$ cat config.mk
export PLATFORM = sky130hd
export DESIGN_NAME = nivel_hambre_gen
export DESIGN_NICKNAME = d
export VERILOG_FILES = /design/src/rtl/nivel_hambre_gen.sv
export SDC_FILE = /design/constraint.sdc
export NUM_CORES = 1
export LEC_CHECK = 0
export CAP_MARGIN = 20
export CORE_MARGIN = 5
export CORE_UTILIZATION = 40
export DETAILED_ROUTE_END_ITERATION = 7
export GPL_TIMING_DRIVEN = 0
export SLEW_MARGIN = 15
export SYNTH_ARGS = -nofsm -noshare
export SYNTH_HDL_FRONTEND = slang
export SYNTH_SLANG_ARGS = --single-unit
$ cat constraint.sdc
create_clock -name clk -period 2.9 [get_ports clk]
set_input_delay 0.435 -clock clk [delete_from_list [all_inputs] [get_ports clk]]
set_output_delay 0.435 -clock clk [all_outputs]
set_load 0.03 [all_outputs]
$ cat src/rtl/nivel_hambre_gen.sv
// Hunger level generator: decays one step per DECAY_SECS, rises per debounced feed press.
// Build option: define MODO_TEST_EN for fast simulation (no prescaler, 1-cycle debounce).
module nivel_hambre_gen #(
  parameter int unsigned TICKS_PER_SEC   = 50_000_000,
  parameter int unsigned DECAY_SECS      = 10,
  parameter int unsigned DEBOUNCE_CYCLES = 500_000
) (
  input  logic       clk,
  input  logic       reset,
  input  logic       Boton_Comida,
  input  logic       Pausa,
  output logic [1:0] Nivel,
  output logic       Pulso_Comida,
  output logic       Nivel_Cero,
  output logic [1:0] o_estado_dbg
);

  // Debug encoding of o_estado_dbg: 0 ESPERA, 1 FILTRO, 2 PRESIONADO, 3 LIBERACION.
  typedef enum logic [1:0] {
    ESPERA     = 2'd0,
    FILTRO     = 2'd1,
    PRESIONADO = 2'd2,
    LIBERACION = 2'd3
  } estado_t;

`ifdef MODO_TEST_EN
  localparam int unsigned DB_CYC    = 1;
  localparam bit          DB_BYPASS = 1'b1;
`else
  localparam int unsigned DB_CYC    = DEBOUNCE_CYCLES;
  localparam bit          DB_BYPASS = 1'b0;
`endif

  localparam int unsigned DB_W  = (DB_CYC > 1) ? $clog2(DB_CYC) : 1;
  localparam int unsigned DEC_W = (DECAY_SECS > 1) ? $clog2(DECAY_SECS) : 1;
  localparam logic [DB_W-1:0]  DB_LAST  = DB_W'(DB_CYC - 1);
  localparam logic [DEC_W-1:0] DEC_LAST = DEC_W'(DECAY_SECS - 1);

  logic            r_sync1, r_sync2;
  logic            w_btn;
  estado_t         r_est, w_est_next;
  logic [DB_W-1:0] r_db_cnt;
  logic            w_db_clr, w_db_inc, w_accept;

  logic             w_tick, w_wrap;
  logic [DEC_W-1:0] r_dec;
  logic [1:0]       r_nivel, w_nivel_next;
  logic             r_pulso, r_cero;

  always_ff @(posedge clk or negedge reset) begin
    if (!reset) begin
      r_sync1 <= 1'b0;
      r_sync2 <= 1'b0;
    end else begin
      r_sync1 <= Boton_Comida;
      r_sync2 <= r_sync1;
    end
  end

  assign w_btn = r_sync2;

  always_ff @(posedge clk or negedge reset) begin
    if (!reset) begin
      r_est    <= ESPERA;
      r_db_cnt <= '0;
    end else begin
      r_est <= w_est_next;
      if (w_db_clr)      r_db_cnt <= '0;
      else if (w_db_inc) r_db_cnt <= r_db_cnt + 1'b1;
    end
  end

  // A held button parks in PRESIONADO, so only the FILTRO exit can accept.
  always_comb begin
    w_est_next = r_est;
    w_db_clr   = 1'b0;
    w_db_inc   = 1'b0;
    w_accept   = 1'b0;
    case (r_est)
      ESPERA: begin
        if (w_btn) begin
          if (DB_BYPASS) begin
            w_est_next = PRESIONADO;
            w_accept   = 1'b1;
          end else begin
            w_est_next = FILTRO;
            w_db_clr   = 1'b1;
          end
        end
      end
      FILTRO: begin
        if (!w_btn) begin
          w_est_next = ESPERA;
        end else if (r_db_cnt == DB_LAST) begin
          w_est_next = PRESIONADO;
          w_accept   = 1'b1;
        end else begin
          w_db_inc = 1'b1;
        end
      end
      PRESIONADO: begin
        if (!w_btn) begin
          w_est_next = LIBERACION;
          w_db_clr   = 1'b1;
        end
      end
      LIBERACION: begin
        if (w_btn) begin
          w_est_next = PRESIONADO;
        end else if (r_db_cnt == DB_LAST) begin
          w_est_next = ESPERA;
        end else begin
          w_db_inc = 1'b1;
        end
      end
      default: w_est_next = ESPERA;
    endcase
  end

`ifdef MODO_TEST_EN
  assign w_tick = ~Pausa;
`else
  localparam int unsigned PRE_W = (TICKS_PER_SEC > 1) ? $clog2(TICKS_PER_SEC) : 1;
  localparam logic [PRE_W-1:0] PRE_LAST = PRE_W'(TICKS_PER_SEC - 1);

  logic [PRE_W-1:0] r_pre;

  always_ff @(posedge clk or negedge reset) begin
    if (!reset) begin
      r_pre <= '0;
    end else if (w_accept) begin
      r_pre <= '0;
    end else if (!Pausa) begin
      r_pre <= (r_pre == PRE_LAST) ? '0 : r_pre + 1'b1;
    end
  end

  assign w_tick = !Pausa && (r_pre == PRE_LAST);
`endif

  assign w_wrap = w_tick && (r_dec == DEC_LAST);

  // A feed in the same cycle as a decay wrap wins; the decay is dropped.
  always_comb begin
    w_nivel_next = r_nivel;
    if (w_accept) begin
      if (r_nivel != 2'd3) w_nivel_next = r_nivel + 2'd1;
    end else if (w_wrap) begin
      if (r_nivel != 2'd0) w_nivel_next = r_nivel - 2'd1;
    end
  end

  always_ff @(posedge clk or negedge reset) begin
    if (!reset) begin
      r_dec   <= '0;
      r_nivel <= 2'd3;
      r_pulso <= 1'b0;
      r_cero  <= 1'b0;
    end else begin
      if (w_accept)    r_dec <= '0;
      else if (w_tick) r_dec <= w_wrap ? '0 : r_dec + 1'b1;
      r_nivel <= w_nivel_next;
      r_pulso <= w_accept;
      r_cero  <= (w_nivel_next == 2'd0);
    end
  end

  assign Nivel        = r_nivel;
  assign Pulso_Comida = r_pulso;
  assign Nivel_Cero   = r_cero;
  assign o_estado_dbg = r_est;

endmodule

==> results.yml, run 1 <==
run_status:
  outcome: "finished, final reports clean"
synthesis:
  synthFlopType: "dfrtp_1"
  synthTopCellsByCount: "55 x dfrtp_1, 43 x nand2_1, 22 x nor2_1, 21 x nand3_1"
  ys_ff_latch: 57
  synth_area_leaders: "dfrtp_1 43%, nand2_1 5.1%, nand3_1 3.3%"
  syn_nets: 345
  yosysTopAreaCell: "dfrtp_1"
  syn_inst: 337
  yosysMostFrequentCell: "dfrtp_1"
  synth_top_area_share_pct: 43.1
  syn_area_mm2: 0.00319
  ys_warn_count: 0
  syn_area_per_cell_um2: 9.48
  synth_edf_count: 0
  yosysSeqAreaShare_pct: 44.7
  postSynth.asyncResetShare_pct: 100
  yosysUniqueCellTypes: 60
sta:
  worst_slew_pin_slew_ps: 1010
  fin_worst_skew_ps: 8.27
  grt_setup_unrepaired: "false"
  hold_viol_final: 0
  maxSlewViolCount: 0
  clock.fmax_ghz: 0.396
  setup-violations-final: 0
  setup_slack_ps: 372
  fin_crit_sh_pct: 87.2
  holdWs_ps: 144
  relSlewSlack_pct: 32.4
  period_minus_slack_ps: 2530
place:
  pre_cts_slack_ps: 313
  placed_cell_area_mm2: 0.00341
  gp_congestion: 0.810
  hpwl_um: 5410
  port-buffer-count: 9
  dp_cells: 448
setup_path:
  crit_arrival_ps: 2730
  critPathLaunch: "r_db_cnt[9]$_DFFE_PN0P_"
  critPathKind: "register to register"
  timing.rr.start: "r_db_cnt[9]$_DFFE_PN0P_"
  critPathCaptureType: "register"
  worstSetupStartpointType: "register"
  crit_fanout: 10
  cp.required_ps: 3100
grt:
  grt_max_degree: 58
  first_global_vias: 2655
  grt-ovfl-total: 0
  track_usage_pct: 17.1
  antenna_found_initial: 0
  grt_pass1_wl_um: 13500
clocking:
  cts_tree: "done"
  htree_levels: 3
  cts_buffers: 9
  clockBufferDepth: 2
  cts_hold_buf: 0
  cts.sinks: 57
  clk-insertion-delay-late_ps: 340
  root_buffer: "clkbuf_8"
  postCtsSetupRepairBufs: 0
  cts.clk_slew.worst_paths_ps: 70
  cts_resized: 0
route:
  vias: 2793
  antenna_left: 0
  viasPerCell: 6.02
  drt-total-wl_um: 7780
  drt-wirelength-per-cell_um: 16.8
  drc: 0
  drt_iter0_drc: 134
  drtPass1Iterations: 5
cells_and_area:
  final_cells: 464
  num_antenna_cells: 0
  drive_above_1_share_pct: 10.8
  syn2layout_area_growth_pct: 14.3
  fillCellCount: 768
  final_area_mm2: 0.00365
  nets: 365
min_path:
  hp-class: "primary input to asynchronous set/reset pin"
power_and_ir_drop:
  p_leak_uw: 0.00145
  peakVddDrop_v: 0.000282
  power.total_uw: 2170
  power_density_mw_per_mm2: 594
floorplan:
  die-area_mm2: 0.00987
  ios: 10
  rows: 32
  core_region_area_mm2: 0.00777
  floorplan.initialDensity_pct: 41.1
  dieHeight_um: 99.4
  die_w_um: 99.4
job:
  cap_violations: 0
==> metal layers <==
metal	GRT usage (%)	wire length (µm)
met2	26.4	3690
met5	0	0
met3	3.79	224
met1	23.6	3720
met4	5.78	147
==> kinds of logic (layout without fill, tap and decap cells) <==
logic type               Yosys count  after routing  share of synthesized area, %
buffers and inverters             24             49                          3.37
AO/OA/AOI/OAI                     70             70                          16.2
AND/OR/NAND/NOR                  163            163                          28.6
adder cells (fa/ha/maj)            4              4                          1.57
flip-flops                        57             57                          44.7
XOR/XNOR                          11             11                          3.02
multiplexers                       8              8                          2.55
==> power breakdown <==
part	total (µW)	leakage, µW	switching [µW]	internal (µW)
logic	266	0.000616	152	114
clock network	918	0.000115	348	570
registers	987	0.000720	107	880
total	2170	0.00145	606	1560
==> flip-flops by register name, indices dropped and copies added (netlist names), named ones only <==
name	count
r_db_cnt	19
Pulso_Comida	1
Nivel_Cero	1
r_dec	4
Nivel	2
r_sync1	1
r_sync2	1
r_pre	26
o_estado_dbg	1
==> metrics by stage <==
stage | utilization [%] | setup TNS (ps)
floorplan | - | 0
global placement | 43.9 | -26180
detailed placement | 43.9 | 0
CTS | 47.0 | 0
global route | 47.0 | 0
finish | 47.0 | 0
==> cell type report <==
cell class / count / area (µm²) / area share [%]
Inverter: 9 / 33.8 / 0.925
Clock buffer: 9 / 124 / 3.39
Multi-Input combinational cell: 256 / 1660 / 45.4
Sequential cell: 57 / 1430 / 39.1
Tap cell: 102 / 128 / 3.49
Buffer: 15 / 73.8 / 2.02
Clock inverter: 7 / 119 / 3.25
Timing Repair Buffer: 9 / 87.6 / 2.40
==> final timing paths <==
check                                                end  slack, ps  depth (start not counted)
min in group clk                       r_sync2$_DFF_PN0_        350                          0
max in group asynchronous          r_pre[23]$_DFFE_PN0P_       2250                          1
worst max register to register     r_pre[21]$_DFFE_PN0P_        370                          6
worst min-delay path            r_db_cnt[16]$_DFFE_PN0P_        140                          1
worst max-delay path               r_pre[21]$_DFFE_PN0P_        370                          6
worst min register to register         r_sync2$_DFF_PN0_        350                          0
==> worst max-delay path, cell delays in order, from the launching register on <==
cell and delay, ps:
dfrtp_1 450, or4b_1 570, nor4_4 550, nand2_2 200, clkbuf_1 310, o2111ai_1 190, o41ai_1 110
==> placed cells by master (no fill, tap or decap), drive strengths merged, types with 5 or more instances in the layout <==
cell | netlist | layout
a21oi | 13 | 13
a31oi | 6 | 6
buf | 5 | 6
clkbuf | 10 | 19
clkdlybuf4s50 | 0 | 8
dfrtp | 55 | 55
inv | 8 | 8
mux2i | 7 | 7
nand2 | 44 | 44
nand3 | 22 | 22
nand4 | 13 | 13
nor2 | 22 | 22
nor3 | 6 | 6
nor4 | 10 | 10
nor4b | 5 | 5
o2111ai | 8 | 8
o21ai | 7 | 7
o41ai | 9 | 9
or3 | 9 | 9
or4 | 6 | 6
xnor2 | 7 | 7
Power figures use the tool's default switching activity.
==> inputs of run 2 (changes only) <==
--- a/config.mk
+++ b/config.mk
@@ -7,9 +7,10 @@
 export LEC_CHECK = 0
 export CAP_MARGIN = 20
 export CORE_MARGIN = 5
-export CORE_UTILIZATION = 40
+export CORE_UTILIZATION = 61
 export DETAILED_ROUTE_END_ITERATION = 7
 export GPL_TIMING_DRIVEN = 0
+export PLACE_DENSITY = 0.79
 export SLEW_MARGIN = 15
 export SYNTH_ARGS = -nofsm -noshare
 export SYNTH_HDL_FRONTEND = slang
==> run 2 against run 1 <==
Net effect:
- first-iteration DRC count grew 140%
- global-route usage grew 8.3 points
- combinational power grew 4%
- final cell count shrank 6.9%
- register-to-register slack lost 50 ps
- critical endpoint is now r_pre[19]$_DFFE_PN0P_
- highest routed layer unchanged
==> results.yml, run 2 (same netlist as run 1, synthesis figures left out) <==
clocking:
  clk-insertion-delay-late_ps: 340
  htree_levels: 3
  cts.sinks: 57
  cts_hold_buf: 0
  cts_resized: 0
  cts.clk_slew.worst_paths_ps: 60
  clockBufferDepth: 2
  root_buffer: "clkbuf_8"
  cts_tree: "done"
  cts_buffers: 9
  postCtsSetupRepairBufs: 0
cells_and_area:
  fillCellCount: 411
  final-seq-area_mm2: 0.00143
  syn2layout_area_growth_pct: 10.9
  reg_top3: "r_pre: 26 flops, r_db_cnt: 19 flops, r_dec: 4 flops"
  num_antenna_cells: 0
  mostFrequentLayoutCells: "55 x dfrtp_1, 43 x nand2_1, 22 x nor2_1"
  nets: 365
  largest_register_ffs: 26
  regMostFlops: "r_pre"
  drive_above_1_share_pct: 10.2
  layout_commonest_cell: "dfrtp_1"
  utilization_pct: 69.4
  multi_input_area_mm2: 0.00166
setup_path:
  cp_cell_sequence: "or4b_1 -> nor4_4 -> nand2_2 -> clkbuf_1 -> o2111ai_1 -> o41ai_1"
  crit_end: "r_pre[19]$_DFFE_PN0P_"
  crit_fanout: 10
  cp_num_cells: 6
  critPathKind: "register to register"
  worst-r2r-cell-count: 6
  crit_arrival_ps: 2770
  timing.rr.start: "r_db_cnt[9]$_DFFE_PN0P_"
  critPathCaptureType: "register"
  cp_slowest_cell: "or4b_1"
  crit_buf_inv: 1
  worstSetupStartpointType: "register"
  critPathLaunch: "r_db_cnt[9]$_DFFE_PN0P_"
  cp.required_ps: 3100
  critPathMaxStageDelay_ps: 570
  rr_endpoint: "r_pre[19]$_DFFE_PN0P_"
  path_delay_family: "simple AND/OR/NAND/NOR gates"
  r2r_slack_ps: 320
grt:
  first_global_vias: 2646
  track_usage_pct: 25.4
  antenna_found_initial: 0
  grt-ovfl-total: 0
  grt_max_degree: 58
  grt_pass1_wl_um: 13000
job:
  cap_violations: 0
power_and_ir_drop:
  p_clk_share_pct: 34.4
  power_density_mw_per_mm2: 543
  sw_frac_of_total_pct: 29.9
  peakVddDrop_v: 0.000378
  p_seq_share_pct: 51.2
  p_switching_uw: 574
  p_leak_uw: 0.00143
  pwr-share-comb_pct: 14.4
  internal-power_uw: 1350
floorplan:
  rows: 26
  ios: 10
  die-area_mm2: 0.00678
  core_region_area_mm2: 0.00511
  floorplan.initialDensity_pct: 62.5
  dieHeight_um: 82.4
  die_w_um: 82.4
sta:
  fin_worst_skew_ps: 8.16
  maxSlewViolCount: 0
  grt_setup_unrepaired: "false"
  setup_slack_ps: 322
  fin_crit_sh_pct: 88.9
  hold_viol_final: 0
  period_minus_slack_ps: 2580
  worst_slew_pin_slew_ps: 974
  setup-violations-final: 0
  clock.fmax_ghz: 0.388
  setup_tns_ps: 0
  relSlewSlack_pct: 34.5
route:
  drc: 0
  viasPerCell: 6.66
  antenna_left: 0
  drt_iter0_drc: 324
  drt-wirelength-per-cell_um: 17.8
  drt-total-wl_um: 7690
  vias: 2879
  drtPass1Iterations: 5
place:
  port-buffer-count: 9
  gp_congestion: 0.899
  pre_cts_slack_ps: 358
  hpwl_um: 5180
run_status:
  outcome: "finished, final reports clean"
min_path:
  hp-class: "primary input to asynchronous set/reset pin"
## run 2: cell count changes in the layout (fill, tap and decap cells not counted)
cell and delta:
bufinv_16 -3, clkbuf_1 +2, clkbuf_8 +2, clkinv_2 +2, clkinvlp_4 -2, clkinv_4 -1
## run 2: how the worst min path moves through the flow
stage	cells after the start	end	slack, ps
floorplan	0	Nivel_Cero$_DFF_PN0_	140
global placement	0	r_sync2$_DFF_PN0_	340
detailed placement	0	r_sync2$_DFF_PN0_	340
CTS	1	r_pre[15]$_DFFE_PN0P_	180
global route	1	r_db_cnt[15]$_DFFE_PN0P_	210
finish	1	r_db_cnt[15]$_DFFE_PN0P_	160
## run 2: per-stage QoR
step                      instance area [µm²]  std cells  power [µW]  hold WS [ps]
after floorplan                          3190        337        1180           139
after global placement                   3370        416        1250           336
after detailed placement                 3370        416        1270           339
after CTS                                3540        432        1930           176
after global routing                     3540        432        2030           209
final                                    3540        432        1920           156
## run 2: power by group through the flow
stage                     Clock, µW  Sequential [µW]  Combinational, µW
after floorplan                   0              976                200
after global placement            0              991                260
after detailed placement          0              995                275
after CTS                       674              982                277
after global routing            708              997                320
final                           662              986                277
## run 2: layer usage
metal  share of wire (%)  up-vias  global-route usage [%]  routed length (µm)
met2                  45      137                    36.3                3430
li1                    -     1326                       -                   -
met3                 7.2       14                    4.77                 556
met4                 1.8        0                    12.3                 141
met5                   0        -                       0                   0
met1                  46     1402                    36.8                3570
## run 2: final cells by class
class | count | share of cell area, %
buffer | 15 | 2.08
clock buffer | 13 | 4.48
clock inverter | 3 | 0.424
inverter | 9 | 0.953
multi-input combinational | 256 | 46.8
sequential | 57 | 40.3
tap | 70 | 2.47
timing repair buffer | 9 | 2.47
## run 2: worst reg2reg max path, delay by kind of cell (launching register included)
family / cells / cell delay, ps
simple gates: 3 / 1310
buf+inv: 1 / 350
compound gates: 2 / 310
flops: 1 / 470
==> inputs of run 3 (changes only) <==
--- a/config.mk
+++ b/config.mk
@@ -7,10 +7,10 @@
 export LEC_CHECK = 0
 export CAP_MARGIN = 20
 export CORE_MARGIN = 5
-export CORE_UTILIZATION = 61
+export CORE_UTILIZATION = 60
 export DETAILED_ROUTE_END_ITERATION = 7
 export GPL_TIMING_DRIVEN = 0
-export PLACE_DENSITY = 0.79
+export PLACE_DENSITY = 0.78
 export SLEW_MARGIN = 15
 export SYNTH_ARGS = -nofsm -noshare
 export SYNTH_HDL_FRONTEND = slang
==> run 3 against run 2 <==
Net effect:
- non-clock buffer count stayed put
- clock power is 21% higher
- critical path depth stayed put
- design area is 1.2% higher
- first-iteration DRC count is 8.6% higher
- critical path type unchanged
==> results.yml, run 3 (same netlist as run 1, synthesis figures left out) <==
setup_path:
  worstSetupStartpointType: "register"
  crit_arrival_ps: 2800
  crit_buf_inv: 1
  crit_fanout: 10
  cp.required_ps: 3090
  critPathCaptureType: "register"
  critPathMaxStageDelay_ps: 570
  cp_num_cells: 6
  timing.rr.start: "r_db_cnt[9]$_DFFE_PN0P_"
  rr_endpoint: "r_pre[21]$_DFFE_PN0P_"
  cp_slowest_cell: "or4b_1"
  critPathKind: "register to register"
  path_delay_family: "simple AND/OR/NAND/NOR gates"
  worst-r2r-cell-count: 6
  cp_cell_sequence: "or4b_1 -> nor4_4 -> nand2_2 -> clkbuf_1 -> o2111ai_1 -> o41ai_1"
  r2r_slack_ps: 300
sta:
  setup-violations-final: 0
  fin_crit_sh_pct: 89.8
  period_minus_slack_ps: 2600
  fin_worst_skew_ps: 9.71
  worst_slew_pin_slew_ps: 998
  hold_viol_final: 0
  setup_tns_ps: 0
  grt_setup_unrepaired: "false"
  setup_slack_ps: 297
  maxSlewViolCount: 0
  relSlewSlack_pct: 33.4
  clock.fmax_ghz: 0.384
clocking:
  clk-insertion-delay-late_ps: 330
  cts.sinks: 57
  cts_tree: "done"
  cts_buffers: 9
  htree_levels: 3
  clockBufferDepth: 2
  root_buffer: "clkbuf_8"
  cts_hold_buf: 0
  postCtsSetupRepairBufs: 0
  cts.clk_slew.worst_paths_ps: 70
  cts_resized: 0
floorplan:
  ios: 10
  floorplan.initialDensity_pct: 62.1
  die-area_mm2: 0.00688
  die_w_um: 83.0
  rows: 26
  core_region_area_mm2: 0.00514
  dieHeight_um: 83.0
grt:
  antenna_found_initial: 0
  grt_pass1_wl_um: 13100
  grt-ovfl-total: 0
  grt_max_degree: 58
  track_usage_pct: 23.2
  first_global_vias: 2752
power_and_ir_drop:
  power_density_mw_per_mm2: 576
  p_leak_uw: 0.00145
  peakVddDrop_v: 0.000534
cells_and_area:
  final_area_mm2: 0.00359
  drive_above_1_share_pct: 10.5
  num_antenna_cells: 0
  reg_top3: "r_pre: 26 flops, r_db_cnt: 19 flops, r_dec: 4 flops"
  mostFrequentLayoutCells: "55 x dfrtp_1, 43 x nand2_1, 22 x nor2_1"
  syn2layout_area_growth_pct: 12.3
  nets: 365
  layout_commonest_cell: "dfrtp_1"
  regMostFlops: "r_pre"
  utilization_pct: 69.8
  largest_register_ffs: 26
place:
  port-buffer-count: 9
  gp_congestion: 0.878
  placed_cell_area_mm2: 0.00337
  pre_cts_slack_ps: 343
  hpwl_um: 5050
route:
  viasPerCell: 6.75
  drt-total-wl_um: 7620
  drt-wirelength-per-cell_um: 17.6
  vias: 2918
  drc: 0
  drt_iter0_drc: 352
  antenna_left: 0
  drtPass1Iterations: 5
job:
  cap_violations: 0
min_path:
  hp-class: "primary input to asynchronous set/reset pin"
run_status:
  outcome: "finished, final reports clean"
[run 3: worst register-to-register path, delay by kind of cell (launching register included)]
kind | cells | cell delay (ps)
AND/OR/NAND/NOR | 3 | 1300
flip-flops | 1 | 450
buffers and inverters | 1 | 360
AO/OA/AOI/OAI | 2 | 350
[run 3: how the worst max path moves through the flow]
stage                     slack, ps                    end                     from
after floorplan                 730   r_dec[1]$_DFFE_PN0P_     r_pre[0]$_DFFE_PN0P_
after global placement         -380   r_pre[3]$_DFFE_PN0P_                    reset
after detailed placement        340   r_dec[3]$_DFFE_PN0P_                    Pausa
after CTS                       360  r_pre[21]$_DFFE_PN0P_  r_db_cnt[9]$_DFFE_PN0P_
after global routing            170  r_pre[20]$_DFFE_PN0P_  r_db_cnt[9]$_DFFE_PN0P_
final                           300  r_pre[21]$_DFFE_PN0P_  r_db_cnt[9]$_DFFE_PN0P_
[run 3: cell type report]
class	instances	area, µm²
sequential	57	1430
tap	70	87.6
clock buffer	14	183
inverter	9	33.8
buffer	15	73.8
clock inverter	2	35.0
multi-input combinational	256	1660
fill	427	1550
timing repair buffer	9	87.6
[run 3: power by group]
| part | internal [µW] | total, µW | switching (µW) | leakage, µW |
|---|---|---|---|---|
| Sequential | 881 | 987 | 106 | 0.000720 |
| Combinational | 117 | 280 | 163 | 0.000616 |
| Clock | 490 | 799 | 309 | 0.000113 |
[run 3: per-layer routing]
| layer | wire (µm) | GRT usage [%] | vias to the layer above |
|---|---|---|---|
| li1 | - | - | 1332 |
| met3 | 522 | 5.35 | 16 |
| met1 | 3580 | 33.2 | 1445 |
| met4 | 120 | 9.81 | 0 |
| met2 | 3400 | 33.5 | 125 |
| met5 | 0 | 0 | - |
[run 3: through the flow]
stage	instances	hold slack [ps]	power [µW]
after global routing	432	210	2180
after floorplan	337	139	1180
after global placement	416	332	1250
after detailed placement	416	348	1270
after CTS	432	180	2070
final	432	155	2070
